**src/rtl/conv_pkg.sv**
```systemverilog
// conv_pkg: shared types and default geometry for the convolution channel
// scheduler and its partial-sum buffer.
//   sched_state_t : scheduler FSM states
//   *_DEF         : default layer geometry
//   NPIX_DEF      : pixels per output plane (OUT_H*OUT_W)
//   idx_w()       : index width helper, never narrower than one bit
package conv_pkg;

  typedef enum logic [2:0] {
    ST_IDLE    = 3'd0,
    ST_LAUNCH  = 3'd1,
    ST_COLLECT = 3'd2,
    ST_CLEAR   = 3'd3,
    ST_DRAIN   = 3'd4,
    ST_FIN     = 3'd5
  } sched_state_t;

  localparam int ACC_WIDTH_DEF = 32;
  localparam int OUT_H_DEF     = 3;
  localparam int OUT_W_DEF     = 3;
  localparam int MAX_CIN_DEF   = 4;
  localparam int MAX_COUT_DEF  = 4;
  localparam int NPIX_DEF      = OUT_H_DEF * OUT_W_DEF;

  function automatic int idx_w(input int n);
    return (n > 1) ? $clog2(n) : 1;
  endfunction

endpackage

```
**src/rtl/conv_channel_scheduler_psum.sv**
```systemverilog
// psum_buffer: NPIX x W partial-sum storage.
//   clk_i   : clock
//   we_i    : write enable (sync)
//   waddr_i : write address
//   wdata_i : write data
//   raddr_i : read address (combinational read)
//   rdata_o : read data; zero for addresses beyond NPIX-1
// No reset: contents are always overwritten by the first input channel of a
// plane before being read.
module psum_buffer #(
  parameter int NPIX = 9,
  parameter int W    = 32,
  parameter int AW   = 4
) (
  input  logic          clk_i,
  input  logic          we_i,
  input  logic [AW-1:0] waddr_i,
  input  logic [W-1:0]  wdata_i,
  input  logic [AW-1:0] raddr_i,
  output logic [W-1:0]  rdata_o
);

  logic [W-1:0] mem_q [NPIX];

  always_ff @(posedge clk_i) begin
    if (we_i && (waddr_i < AW'(NPIX))) mem_q[waddr_i] <= wdata_i;
  end

  assign rdata_o = (raddr_i < AW'(NPIX)) ? mem_q[raddr_i] : '0;

endmodule

```
**src/rtl/conv_channel_scheduler.sv**
```systemverilog
// conv_channel_scheduler: runs the single-window convolution engine once per
// (output channel, input channel) pair, accumulates the per-pixel partial sums
// and streams each finished output plane downstream.
//   clk_i, rst_i          : clock, synchronous active-high reset
//   cfg_cin_i, cfg_cout_i : channel counts, latched on accepted start
//   start_i               : layer start (accepted only when idle)
//   busy_o, done_o, err_o : layer status; err_o sticky until next start
//   eng_start_o/clear_o   : engine pass launch / return-to-idle pulses
//   eng_in_sel_o          : input plane for the pass
//   eng_k_sel_o           : kernel index oc*cin+ic
//   eng_pixel_i/valid_i   : engine pixel stream
//   eng_done_i            : engine pass complete (level until eng_clear_o)
//   res_*                 : valid/ready result stream with plane tag and last
module conv_channel_scheduler
  import conv_pkg::*;
#(
  parameter int ACC_WIDTH = ACC_WIDTH_DEF,
  parameter int OUT_H     = OUT_H_DEF,
  parameter int OUT_W     = OUT_W_DEF,
  parameter int MAX_CIN   = MAX_CIN_DEF,
  parameter int MAX_COUT  = MAX_COUT_DEF,
  localparam int NPIX     = OUT_H * OUT_W,
  localparam int PIX_W    = idx_w(NPIX + 1),
  localparam int CIN_W    = idx_w(MAX_CIN + 1),
  localparam int COUT_W   = idx_w(MAX_COUT + 1),
  localparam int IC_W     = idx_w(MAX_CIN),
  localparam int OC_W     = idx_w(MAX_COUT),
  localparam int K_W      = idx_w(MAX_CIN * MAX_COUT)
) (
  input  logic                        clk_i,
  input  logic                        rst_i,
  input  logic [CIN_W-1:0]            cfg_cin_i,
  input  logic [COUT_W-1:0]           cfg_cout_i,
  input  logic                        start_i,
  output logic                        busy_o,
  output logic                        done_o,
  output logic                        err_o,
  output logic                        eng_start_o,
  output logic                        eng_clear_o,
  output logic [IC_W-1:0]             eng_in_sel_o,
  output logic [K_W-1:0]              eng_k_sel_o,
  input  logic signed [ACC_WIDTH-1:0] eng_pixel_i,
  input  logic                        eng_valid_i,
  input  logic                        eng_done_i,
  output logic signed [ACC_WIDTH-1:0] res_data_o,
  output logic                        res_valid_o,
  input  logic                        res_ready_i,
  output logic [OC_W-1:0]             res_oc_o,
  output logic                        res_last_o
);

  sched_state_t      state_q, state_d;
  logic [CIN_W-1:0]  cin_q, cin_d;
  logic [COUT_W-1:0] cout_q, cout_d;
  logic [IC_W-1:0]   ic_q, ic_d;
  logic [OC_W-1:0]   oc_q, oc_d;
  logic [K_W-1:0]    k_q, k_d;
  // pix_q is the write pointer while collecting and the read pointer while draining
  logic [PIX_W-1:0]  pix_q, pix_d;
  logic              err_q, err_d;

  logic                 buf_we;
  logic [ACC_WIDTH-1:0] buf_rdata, buf_wdata;

  logic cfg_bad, pix_full, ic_last, oc_last, pix_lastbeat;

  assign cfg_bad      = (cfg_cin_i == '0) || (cfg_cout_i == '0) ||
                        (cfg_cin_i > CIN_W'(MAX_CIN)) || (cfg_cout_i > COUT_W'(MAX_COUT));
  assign pix_full     = (pix_q == PIX_W'(NPIX));
  assign pix_lastbeat = (pix_q == PIX_W'(NPIX - 1));
  assign ic_last      = (CIN_W'(ic_q) == cin_q - CIN_W'(1));
  assign oc_last      = (COUT_W'(oc_q) == cout_q - COUT_W'(1));

  // first input channel overwrites, later ones accumulate (wrapping add)
  assign buf_wdata = (ic_q == '0) ? eng_pixel_i : buf_rdata + eng_pixel_i;

  psum_buffer #(.NPIX(NPIX), .W(ACC_WIDTH), .AW(PIX_W)) u_psum (
    .clk_i   (clk_i),
    .we_i    (buf_we),
    .waddr_i (pix_q),
    .wdata_i (buf_wdata),
    .raddr_i (pix_q),
    .rdata_o (buf_rdata)
  );

  always_comb begin
    state_d = state_q;
    cin_d   = cin_q;
    cout_d  = cout_q;
    ic_d    = ic_q;
    oc_d    = oc_q;
    k_d     = k_q;
    pix_d   = pix_q;
    err_d   = err_q;
    buf_we  = 1'b0;
    case (state_q)
      ST_IDLE: if (start_i) begin
        cin_d  = cfg_cin_i;
        cout_d = cfg_cout_i;
        ic_d   = '0;
        oc_d   = '0;
        k_d    = '0;
        pix_d  = '0;
        err_d  = cfg_bad;
        state_d = cfg_bad ? ST_FIN : ST_LAUNCH;
      end
      // hold off the launch while the engine still reports a finished pass
      ST_LAUNCH: if (!eng_done_i) state_d = ST_COLLECT;
      ST_COLLECT: begin
        if (eng_valid_i) begin
          if (pix_full) err_d = 1'b1;
          else begin
            buf_we = 1'b1;
            pix_d  = pix_q + PIX_W'(1);
          end
        end
        // count checked after the same-cycle pixel has been taken
        if (eng_done_i) begin
          if (pix_d != PIX_W'(NPIX)) err_d = 1'b1;
          state_d = ST_CLEAR;
        end
      end
      ST_CLEAR: begin
        pix_d = '0;
        if (!ic_last) begin
          ic_d    = ic_q + IC_W'(1);
          k_d     = k_q + K_W'(1);
          state_d = ST_LAUNCH;
        end else begin
          ic_d    = '0;
          state_d = ST_DRAIN;
        end
      end
      ST_DRAIN: if (res_ready_i) begin
        if (pix_lastbeat) begin
          pix_d = '0;
          if (!oc_last) begin
            // k runs oc*cin+ic, so the next plane's first kernel is just k+1
            oc_d    = oc_q + OC_W'(1);
            k_d     = k_q + K_W'(1);
            state_d = ST_LAUNCH;
          end else state_d = ST_FIN;
        end else pix_d = pix_q + PIX_W'(1);
      end
      ST_FIN:  state_d = ST_IDLE;
      default: state_d = ST_IDLE;
    endcase
  end

  always_ff @(posedge clk_i) begin
    if (rst_i) begin
      state_q <= ST_IDLE;
      cin_q   <= '0;
      cout_q  <= '0;
      ic_q    <= '0;
      oc_q    <= '0;
      k_q     <= '0;
      pix_q   <= '0;
      err_q   <= 1'b0;
    end else begin
      state_q <= state_d;
      cin_q   <= cin_d;
      cout_q  <= cout_d;
      ic_q    <= ic_d;
      oc_q    <= oc_d;
      k_q     <= k_d;
      pix_q   <= pix_d;
      err_q   <= err_d;
    end
  end

  assign busy_o       = (state_q != ST_IDLE);
  assign done_o       = (state_q == ST_FIN);
  assign err_o        = err_q;
  assign eng_start_o  = (state_q == ST_LAUNCH) && !eng_done_i;
  assign eng_clear_o  = (state_q == ST_CLEAR);
  assign eng_in_sel_o = ic_q;
  assign eng_k_sel_o  = k_q;
  assign res_valid_o  = (state_q == ST_DRAIN);
  assign res_data_o   = buf_rdata;
  assign res_oc_o     = oc_q;
  assign res_last_o   = (state_q == ST_DRAIN) && pix_lastbeat;

endmodule

```
**config.mk**
```make
export PLATFORM = sky130hd
export DESIGN_NAME = conv_channel_scheduler
export DESIGN_NICKNAME = d
export VERILOG_FILES = /design/src/rtl/conv_pkg.sv /design/src/rtl/conv_channel_scheduler_psum.sv /design/src/rtl/conv_channel_scheduler.sv
export SDC_FILE = /design/constraint.sdc
export NUM_CORES = 1
export LEC_CHECK = 0
export BUFFER_PORTS_ARGS = -buffer_cell sky130_fd_sc_hd__buf_4
export CAP_MARGIN = 10
export CELL_PAD_IN_SITES_DETAIL_PLACEMENT = 1
export CELL_PAD_IN_SITES_GLOBAL_PLACEMENT = 2
export CORE_MARGIN = 5
export CORE_UTILIZATION = 43
export DETAILED_ROUTE_END_ITERATION = 12
export PLACE_DENSITY = 0.92
export SETUP_SLACK_MARGIN = 0.1
export SLEW_MARGIN = 5
export SYNTH_ARGS = -nofsm -noshare
export SYNTH_HDL_FRONTEND = slang
export SYNTH_HIERARCHICAL = 1
export SYNTH_SLANG_ARGS = --single-unit
```
**constraint.sdc**
```tcl
create_clock -name clk_i -period 5.58 [get_ports clk_i]
set_input_delay 1.116 -clock clk_i [delete_from_list [all_inputs] [get_ports clk_i]]
set_output_delay 1.116 -clock clk_i [all_outputs]
set_load 0.02 [all_outputs]
```
==> run metrics, run 1 <==
outcome=finished, final reports clean; Final min period=4.82 ns; WHS Path Cells=2; Least-Margin Pin Slew=1.13 ns; clock latency on the worst-skew pair=0.51 ns; Antenna diodes=0; die height=196 µm; FILL cells=3498; GRT overflow=0; worst hold endpoint=cin_q[1]; Worst Skew=0.0191 ns; fin worst setup slack=0.757 ns; Area Overhead vs Synth=15.3%; Crit-path slowest cell=nor3_1; synthesis-stage register bit count=310; final hold viol count=0; synth top area cells=edfxtp_1 (58%), mux2i_1 (5.1%), ha_1 (3.2%); Final Max Tran Viols=0; largest stage delay on the critical path=0.76 ns; Synth cell types=76; register area=0.00909 mm²; CTS tree=done; CP startpoint kind=register; Hold WS=0.466 ns; count of final setup violators=0; Synth top area share=58.3%; R2R Path Start=pix_q[2]; clk sinks=310; starting DRC count in detailed routing=742; power per cell area=318 mW/mm²; Req. time, crit path=5.74 ns; Async SR Flop Fraction=0%; RSZ-0062 raised after global routing=false; fraction of layout cells with a size suffix above 1=19.2%; cts hold-fix bufs=0; Buffers on Ports=90; R2R setup slack=0.76 ns; total power=0.00544 W; Core Region=0.0343 mm²; WL final=42900 µm; min-delay src=cin_q[1]; starting density of the core=43.2%; first-pass GRT wire length=64600 µm; Synth Net Count=1214; fin crit share=86.4%; Avg Cell Area, Syn=13.1 µm²; Slew headroom=24.5%; setup TNS=0 ns; Max IR drop VDD=0.206 mV; H-tree depth=2; kind of cell adding the most delay to the critical path=compound AO/OA/AOI/OAI gates; vias in the first global route=10500; Tot GR Track Use=21.9%; routed length per instance=25.1 µm; crit-path cells=nand2b_1 > buf_4 > o22ai_1 > o31ai_1 > ha_1 > and3_4 > and3_1 > a221oi_2 > a211oi_2 > o221ai_1 > o21ai_1 > nor3_1; crit-path max FO=31; Max Cap Viol=0; setup bufs post-CTS=0; crit path DAT=4.98 ns; post-CTS sizing=0; multi-input logic area=0.00534 mm²; detailed-route via count=10000; YS warnings=6; nets@finish=1318; Static Leak=5.77 nW; routed vias/inst=5.85; clk slew on worst S/H paths=0.06 ns; Critical Path End Type=register; worst path bufs/invs=1; I/O pins=91; num rows=68; ys flop type=edfxtp_1; 1st-pass router iterations=5; Post-synth EDFFs=288; reg2reg path depth=12; area leader, netlist=edfxtp_1; sequential area share after synthesis=61.3%; Clock Tree Buf Depth=3; pin count of the biggest net entering global routing=61; post-DP HPWL=28800 µm; min-delay worst type=register to register; reg-to-reg endpoint=u_psum/mem_q[1][31]; pre-CTS WS=0.854 ns; CTS Buf Count=34; Syn Inst Count=1131; DRC viols=0; maximum clock rate=207 MHz; Antenna Nets Post-Route=0; die area=0.0383 mm²; Crit Path Category=register to register; Synth Cell Area=0.0148 mm²; Die Wd=196 µm; initial antenna violation count=0; Root Driver=clkbuf_16; GP Congestion=0.911
[placed cells by master, fill, tap and decap left out, types with 8 or more instances in the layout]
cell / count
mux4_2: 10
a21o_1: 8
nand2_1: 120
o22ai_1: 53
inv_1: 23
a31oi_1: 8
nor3_1: 14
o21ai_1: 30
nand3_1: 24
mux2i_1: 75
nand2b_1: 9
o21ai_0: 38
buf_4: 121
mux2_2: 26
o31ai_1: 18
nor2_1: 59
ha_1: 37
xnor2_1: 15
xor2_1: 20
dfxtp_1: 20
nor2b_1: 18
a21oi_1: 52
edfxtp_1: 288
clkbuf_16: 37
[worst reg2reg max path: stages (launching register included)]
cell,delay (ns)
dfxtp_1,0.45
nand2b_1,0.16
buf_4,0.46
o22ai_1,0.19
o31ai_1,0.61
ha_1,0.45
and3_4,0.25
and3_1,0.19
a221oi_2,0.41
a211oi_2,0.20
o221ai_1,0.25
o21ai_1,0.10
nor3_1,0.76
[sequential cells by signal, summed over array words and instances (netlist names)]
| register | flops |
|---|---|
| state_q | 3 |
| res_oc_o | 2 |
| eng_k_sel_o | 4 |
| eng_in_sel_o | 2 |
| u_psum/mem_q | 288 |
| cout_q | 3 |
| pix_q | 4 |
| cin_q | 3 |
| err_o | 1 |
[logic make-up (layout without fill, tap and decap cells)]
group / count (synthesis) / in the layout / synth area share, %
mux: 120 / 120 / 9.64
buf+inv: 79 / 206 / 3.14
simple gates: 290 / 290 / 9.27
xor+xnor: 35 / 35 / 2.07
compound gates: 258 / 258 / 11.2
fa+ha+maj: 39 / 39 / 3.34
flops: 310 / 310 / 61.3
[worst max path at each step]
stage	from	cells after the start	slack (ns)	end
global placement	pix_q[0]	12	1.06	u_psum/mem_q[5][31]
detailed placement	pix_q[0]	11	0.85	u_psum/mem_q[7][29]
CTS	pix_q[2]	12	0.80	u_psum/mem_q[6][31]
finish	pix_q[2]	12	0.76	u_psum/mem_q[1][31]
global route	pix_q[0]	12	0.45	u_psum/mem_q[6][31]
floorplan	eng_valid_i	4	0.94	u_psum/mem_q[0][0]
[power breakdown]
part,leakage (nW),total [W],switching (W),internal (W)
logic,2.47,0.000655,0.000416,0.000238
registers,2.77,0.00261,0.0000277,0.00259
clock network,0.528,0.00217,0.000894,0.00128
total,5.77,0.00544,0.00134,0.00410
[layout make-up]
type,instances,share of cell area [%]
clock buffer,46,5.73
clock inverter,13,0.534
inverter,25,0.549
multi-input combinational,742,31.2
sequential,310,53.2
tap,455,3.33
timing repair buffer,122,5.43
[cells in the mapped netlist, drive strengths merged, types with 3 or more instances]
cell and count:
a21oi 55, mux2 31, nor2b 18, xor2 20, dfxtp 22, nand2 120, o21bai 6, or2 4
nor2 65, o221ai 3, o22ai 55, nand3 24, inv 24, mux2i 75, a311oi 3, buf 31
nor3 18, a2111oi 3, a21o 8, o31ai 19, nand3b 4, and3 8, nand4 6, nand2b 9
o211ai 3, edfxtp 288, ha 38, o2111ai 3, mux4 14, o21ai 68, clkbuf 23, a211oi 9
a211o 4, xnor2 15, nor3b 3, a31oi 8
[metrics by stage]
stage / util, % / instance area, µm² / instances
after floorplan: - / 14800 / 1131
after global placement: 46.7 / 16000 / 1654
after detailed placement: 46.7 / 16000 / 1654
after CTS: 49.9 / 17100 / 1713
after global routing: 49.9 / 17100 / 1713
final: 49.9 / 17100 / 1713
[per-layer routing]
metal / part of all wire [%] / routed length (µm) / track usage (%)
met5: 0 / 0 / 0
met4: 3.1 / 1330 / 6.88
met3: 6.0 / 2590 / 3.55
met2: 50 / 21300 / 37.7
met1: 41 / 17700 / 28.5
Note: power is estimated with default switching activity, not from simulation.
==> run 2: changes to the inputs <==
- CORE_MARGIN: 5 -> 2
- CTS_CLUSTER_SIZE: default -> 10
- clock period: 5.58 -> 5.2 ns (I/O delays scaled with it)
==> run 2 against run 1 <==
Die area decreased by 6.0%. Via count increased by 1.4%. Design area increased by 0.23%. Worst hold slack got worse by 0.010 ns. Flip-flop and latch count unchanged. Register-to-register slack got worse by 0.36 ns. Utilization increased by 0.12 points.
==> run metrics, run 2 (synthesized netlist as in run 1, its figures left out) <==
WHS Path Cells=2 (unchanged); setup TNS=0 ns (unchanged); Max IR drop VDD=0.269 mV (+30%); met2 Usage GRT=41.4% (+3.7 points); die area=0.0360 mm² (-6.0%); CTS Buf Count=37 (+8.8%); Clock Tree Buf Depth=3 (unchanged); Die Wd=190 µm (-3.1%); routed vias/inst=5.89 (+0.71%); count of final setup violators=0 (unchanged); clk sinks=310 (unchanged); Worst Skew=0.0277 ns (+0.00863 ns); Final min period=4.80 ns (-0.0216 ns); Antenna Nets Post-Route=0 (unchanged); Post-Place Cells=1667 (+0.79%); R2R setup slack=0.40 ns (-0.36 ns); maximum clock rate=208 MHz (+0.45%); Area Overhead vs Synth=15.5%; starting DRC count in detailed routing=821 (+11%); RSZ-0062 raised after global routing=false; outcome=finished, final reports clean; Core Region=0.0343 mm² (unchanged); GRT overflow=0 (unchanged); initial antenna violation count=1 (+1); crit path DAT=4.98 ns (about the same); CP startpoint kind=register; crit-path max FO=32 (+3.2%); cts hold-fix bufs=0 (unchanged); Final Max Tran Viols=0 (unchanged); Slew headroom=28.3% (+3.8 points); clock latency on the worst-skew pair=0.52 ns (about the same); Tot GR Track Use=24.0% (+2.1 points); GP Congestion=0.899 (-1.3%); vias in the first global route=10500 (-0.61%); max reg flops=288 (unchanged); detailed-route via count=10200 (+1.4%); post-DP HPWL=29000 µm (+0.75%); 1st-pass router iterations=5 (unchanged); I/O pins=91 (unchanged); commonest non-fill, non-tap cells in the layout=edfxtp_1 (288), buf_4 (134), nand2_1 (120); Buffers on Ports=90 (unchanged); Max Cap Viol=0 (unchanged); Req. time, crit path=5.38 ns (-0.36 ns); grt met3 use=3.34% (-0.22 points); Least-Margin Pin Slew=1.06 ns (-0.0658 ns); fin crit share=92.3% (+5.9 points); first-pass GRT wire length=64700 µm (+0.22%); reg2reg path depth=13 (+1); nets@finish=1334 (+1.2%); DRC viols=0 (unchanged); Hold WS=0.456 ns (-0.0101 ns); routed length per instance=25.2 µm (+0.50%); Root Driver=clkbuf_16; H-tree depth=2 (unchanged); Critical Path End Type=register; fraction of layout cells with a size suffix above 1=19.4% (+0.23 points); met1 Track Usage GR=31.7% (+3.2 points); Largest Register=u_psum/mem_q; starting density of the core=43.2% (unchanged); num rows=68 (unchanged); power per cell area=337 mW/mm² (+6.0%); gr busiest metal=met2; min-delay worst type=register to register; Non-Filler Instances=1725 (+0.70%); clk slew on worst S/H paths=0.06 ns (about the same); CTS tree=done; FILL cells=3466 (-0.91%); setup bufs post-CTS=0 (unchanged); final hold viol count=0 (unchanged); Crit Path Category=register to register; die height=190 µm (-3.1%); WL final=43500 µm (+1.2%); Static Leak=5.79 nW (+0.38%); commonest non-fill, non-tap cell in the layout=edfxtp_1; pin count of the biggest net entering global routing=41 (-33%)
## run 2: cell types whose count changed in the layout (fill, tap and decap cells not counted), moves of 3 or more
cell / previous run / this run
buf_4: 121 / 134
clkinv_1: 6 / 3
clkbuf_1: 7 / 16
clkinv_2: 5 / 0
## run 2: stage by stage
stage	power, W	worst slack [ns]	utilization, %	cell area [µm²]
after floorplan	0.00332	0.637	-	14800
after global placement	0.00354	0.708	47.0	16100
after detailed placement	0.00356	0.465	47.0	16100
after CTS	0.00581	0.386	50.0	17100
after global routing	0.00597	0.105	50.0	17100
final	0.00578	0.399	50.0	17100
## run 2: layer usage
| layer | wire (µm) | part of all wire [%] |
|---|---|---|
| met5 | 0 | 0 |
| met4 | 1170 | 2.7 |
| met3 | 2290 | 5.3 |
| met2 | 21700 | 50 |
| met1 | 18300 | 42 |
## run 2: critical path, stage by stage, from the launching register on
cell and delay [ns]:
dfxtp_4 0.60, buf_4 0.54, mux2i_1 0.16, o22ai_1 0.23
nor2_1 0.08, o21ai_1 0.26, ha_1 0.37, a21oi_2 0.24
o21ai_1 0.20, o211ai_1 0.46, nand3_1 0.14, a21oi_1 0.25
xor2_1 0.12, o21ai_0 0.77
## run 2: worst paths after layout
path         startpoint             endpoint
max            pix_q[0]  u_psum/mem_q[0][23]
min           cout_q[1]            cout_q[1]
max reg2reg    pix_q[0]  u_psum/mem_q[0][23]
min reg2reg   cout_q[1]            cout_q[1]
## run 2: repair_timing
action	CTS	global route
hold endpoints to repair	0	0
resized for setup	0	1
setup endpoints to repair	0	9
## run 2: report_power, final
group	leakage, nW	total (W)	switching, W	internal [W]
logic	2.53	0.000712	0.000452	0.000260
clock network	0.487	0.00226	0.000953	0.00130
registers	2.77	0.00281	0.0000316	0.00278
total	5.79	0.00578	0.00144	0.00434
## run 2: layout make-up
class                      count  area [µm²]  area share [%]
antenna                        1        2.50          0.0146
clock buffer                  53         986            5.75
clock inverter                 4        25.0           0.146
inverter                      25        93.8           0.548
multi-input combinational    742        5340            31.2
sequential                   310        9090            53.1
tap                          455         569            3.32
timing repair buffer         135        1030            5.99
==> run 3: changes to the inputs <==
==> constraint.sdc (replaced) <==
create_clock -name clk_i -period 5.2 [get_ports clk_i]
set_input_delay 0.26 -clock clk_i [delete_from_list [all_inputs] [get_ports clk_i]]
set_output_delay 0.26 -clock clk_i [all_outputs]
set_load 0.02 [all_outputs]
==> run 3 against run 2 <==
Clock skew barely moved. Sequential power barely moved. Count of clock-buffer cells in the layout did not move. First-iteration DRC count fell by 3.2%. Worst hold slack got worse by 0.45 ns. Critical path type unchanged. Largest power group unchanged.
==> run metrics, run 3 (synthesized netlist as in run 1, its figures left out) <==
first-pass GRT wire length=64700 µm (about the same); Area after DPL=0.0161 mm² (unchanged); clock power share=39.1% (about the same); detailed-route via count=10200 (+0.67%); die height=190 µm (unchanged); starting DRC count in detailed routing=795 (-3.2%); Tot GR Track Use=24.1% (about the same); fin crit share=92.8% (+0.52 points); setup TNS=0 ns (unchanged); vias in the first global route=10500 (+0.11%); 1st-pass router iterations=5 (unchanged); I/O pins=91 (unchanged); NetSw=0.00144 W (about the same); CP startpoint kind=register; RSZ-0062 raised after global routing=false; H-tree depth=2 (unchanged); crit-path cells=buf_4 > mux4_2 > nor2b_1 > o31ai_1 > ha_1 > nand2_1 > nor4_1 > nand2_1 > a21oi_1 > o31ai_1 > o311ai_1; Buffers on Ports=90 (unchanged); kind of cell adding the most delay to the critical path=compound AO/OA/AOI/OAI gates; CTS tree=done; switching share of total power=24.9% (about the same); R2R Path Start=pix_q[1]; Die Wd=190 µm (unchanged); max reg flops=288 (unchanged); Area Overhead vs Synth=15.6% (about the same); outcome=finished, final reports clean; min-delay worst type=input port to register; count of final setup violators=0 (unchanged); FILL cells=3465 (-0.029%); Static Leak=5.79 nW (about the same); Final min period=4.83 ns (+0.0269 ns); total power=0.00578 W (about the same); Least-Margin Pin Slew=1.10 ns (+0.0327 ns); clk sinks=310 (unchanged); WL final=43500 µm (+0.13%); crit-path max FO=23 (-28%); pin count of the biggest net entering global routing=41 (unchanged); Root Driver=clkbuf_16; post-DP HPWL=29000 µm (unchanged); Critical Path End Type=register; Max Cap Viol=0 (unchanged); Critical path origin=pix_q[1]; routed vias/inst=5.93 (+0.61%); crit path DAT=5.01 ns (+0.03 ns); commonest non-fill, non-tap cell in the layout=edfxtp_1; register area=0.00909 mm² (unchanged); clock latency on the worst-skew pair=0.52 ns (about the same); Comb power frac=12.3% (about the same); die area=0.0360 mm² (unchanged); GRT overflow=0 (unchanged); Clock Tree Buf Depth=3 (unchanged); Hold WS=0.00853 ns (-0.448 ns); Max IR drop VDD=0.271 mV (+0.65%); Pint=0.00434 W (about the same); num rows=68 (unchanged); Slew headroom=26.1% (-2.2 points); GP Congestion=0.899 (unchanged); Req. time, crit path=5.38 ns (about the same); power per cell area=337 mW/mm² (about the same); routed length per instance=25.2 µm (about the same); multi-input logic area=0.00534 mm² (unchanged); largest stage delay on the critical path=0.82 ns (+0.05 ns); Layout Utilization=50.0% (about the same); nets@finish=1335 (+0.075%); Worst Skew=0.0273 ns (-0.000422 ns); min-delay src=cfg_cout_i[0]; maximum clock rate=207 MHz (-0.56%); commonest non-fill, non-tap cells in the layout=edfxtp_1 (288), buf_4 (134), nand2_1 (120); setup bufs post-CTS=0 (unchanged); Final Max Tran Viols=0 (unchanged); Seq pwr share=48.6% (about the same); Core Region=0.0343 mm² (unchanged); final hold viol count=0 (unchanged); Crit-path slowest cell=o311ai_1; Crit Path Category=register to register; CTS Buf Count=37 (unchanged); DRC viols=0 (unchanged); worst path bufs/invs=1 (unchanged); initial antenna violation count=1 (unchanged); Antenna Nets Post-Route=0 (unchanged); final instance area=0.0171 mm² (about the same); clk slew on worst S/H paths=0.05 ns (about the same); starting density of the core=43.2% (unchanged); Largest Register=u_psum/mem_q; fraction of layout cells with a size suffix above 1=19.4% (about the same)
run 3: changes by cell type in the layout (fill, tap and decap cells not counted):
cell | before | now
dlygate4sd3_1 | 0 | 1
run 3: power by group through the flow:
stage / registers [W] / logic [W] / clock network (W)
floorplan: 0.00285 / 0.000469 / 0
global placement: 0.00286 / 0.000678 / 0
detailed placement: 0.00286 / 0.000705 / 0
CTS: 0.00281 / 0.000710 / 0.00229
global route: 0.00281 / 0.000776 / 0.00238
finish: 0.00281 / 0.000713 / 0.00226
run 3: repair_timing:
action / CTS / global route
endpoints found under the hold margin: 1 / 0
hold buffers: 1 / 0
endpoints found under the setup margin: 0 / 9
gates resized for setup: 0 / 1
run 3: metal layers:
metal / vias up / wire length [µm] / GRT usage, %
met3: 76 / 2350 / 3.34
met1: 5278 / 18300 / 31.7
met2: 322 / 21700 / 41.5
met5: - / 0 / 0
met4: 0 / 1150 / 7.16
li1: 4560 / - / -
run 3: layout make-up:
class,instances,share of cell area [%]
diodes,1,0.0146
clock buffers,53,5.75
clock inverters,4,0.146
inverters,25,0.547
multi-input cells,742,31.1
flip-flops and latches,310,53.0
well taps,455,3.32
repair buffers,136,6.04
run 3: final timing paths:
kind                            slack (ns)                   to  depth (start not counted)
worst max register to register        0.37  u_psum/mem_q[8][29]                         11
worst max-delay path                  0.37  u_psum/mem_q[8][29]                         11
worst min register to register        0.46            cout_q[1]                          2
worst min-delay path                 0.009            cout_q[0]                          3
run 3: through the flow:
stage	std cells	setup WS, ns
floorplan	1131	0.807
global placement	1667	0.708
detailed placement	1667	0.465
CTS	1725	0.386
global route	1726	0.105
finish	1726	0.372
run 3: worst register-to-register path, delay by kind of cell, from the launching register on:
family | cells | cell delay [ns]
adders and majority gates | 1 | 0.35
AOI/OAI and AO/OA | 4 | 2.12
DFF | 1 | 0.52
and+or+nand+nor | 4 | 0.83
buffers and inverters | 1 | 0.41
muxes | 1 | 0.27
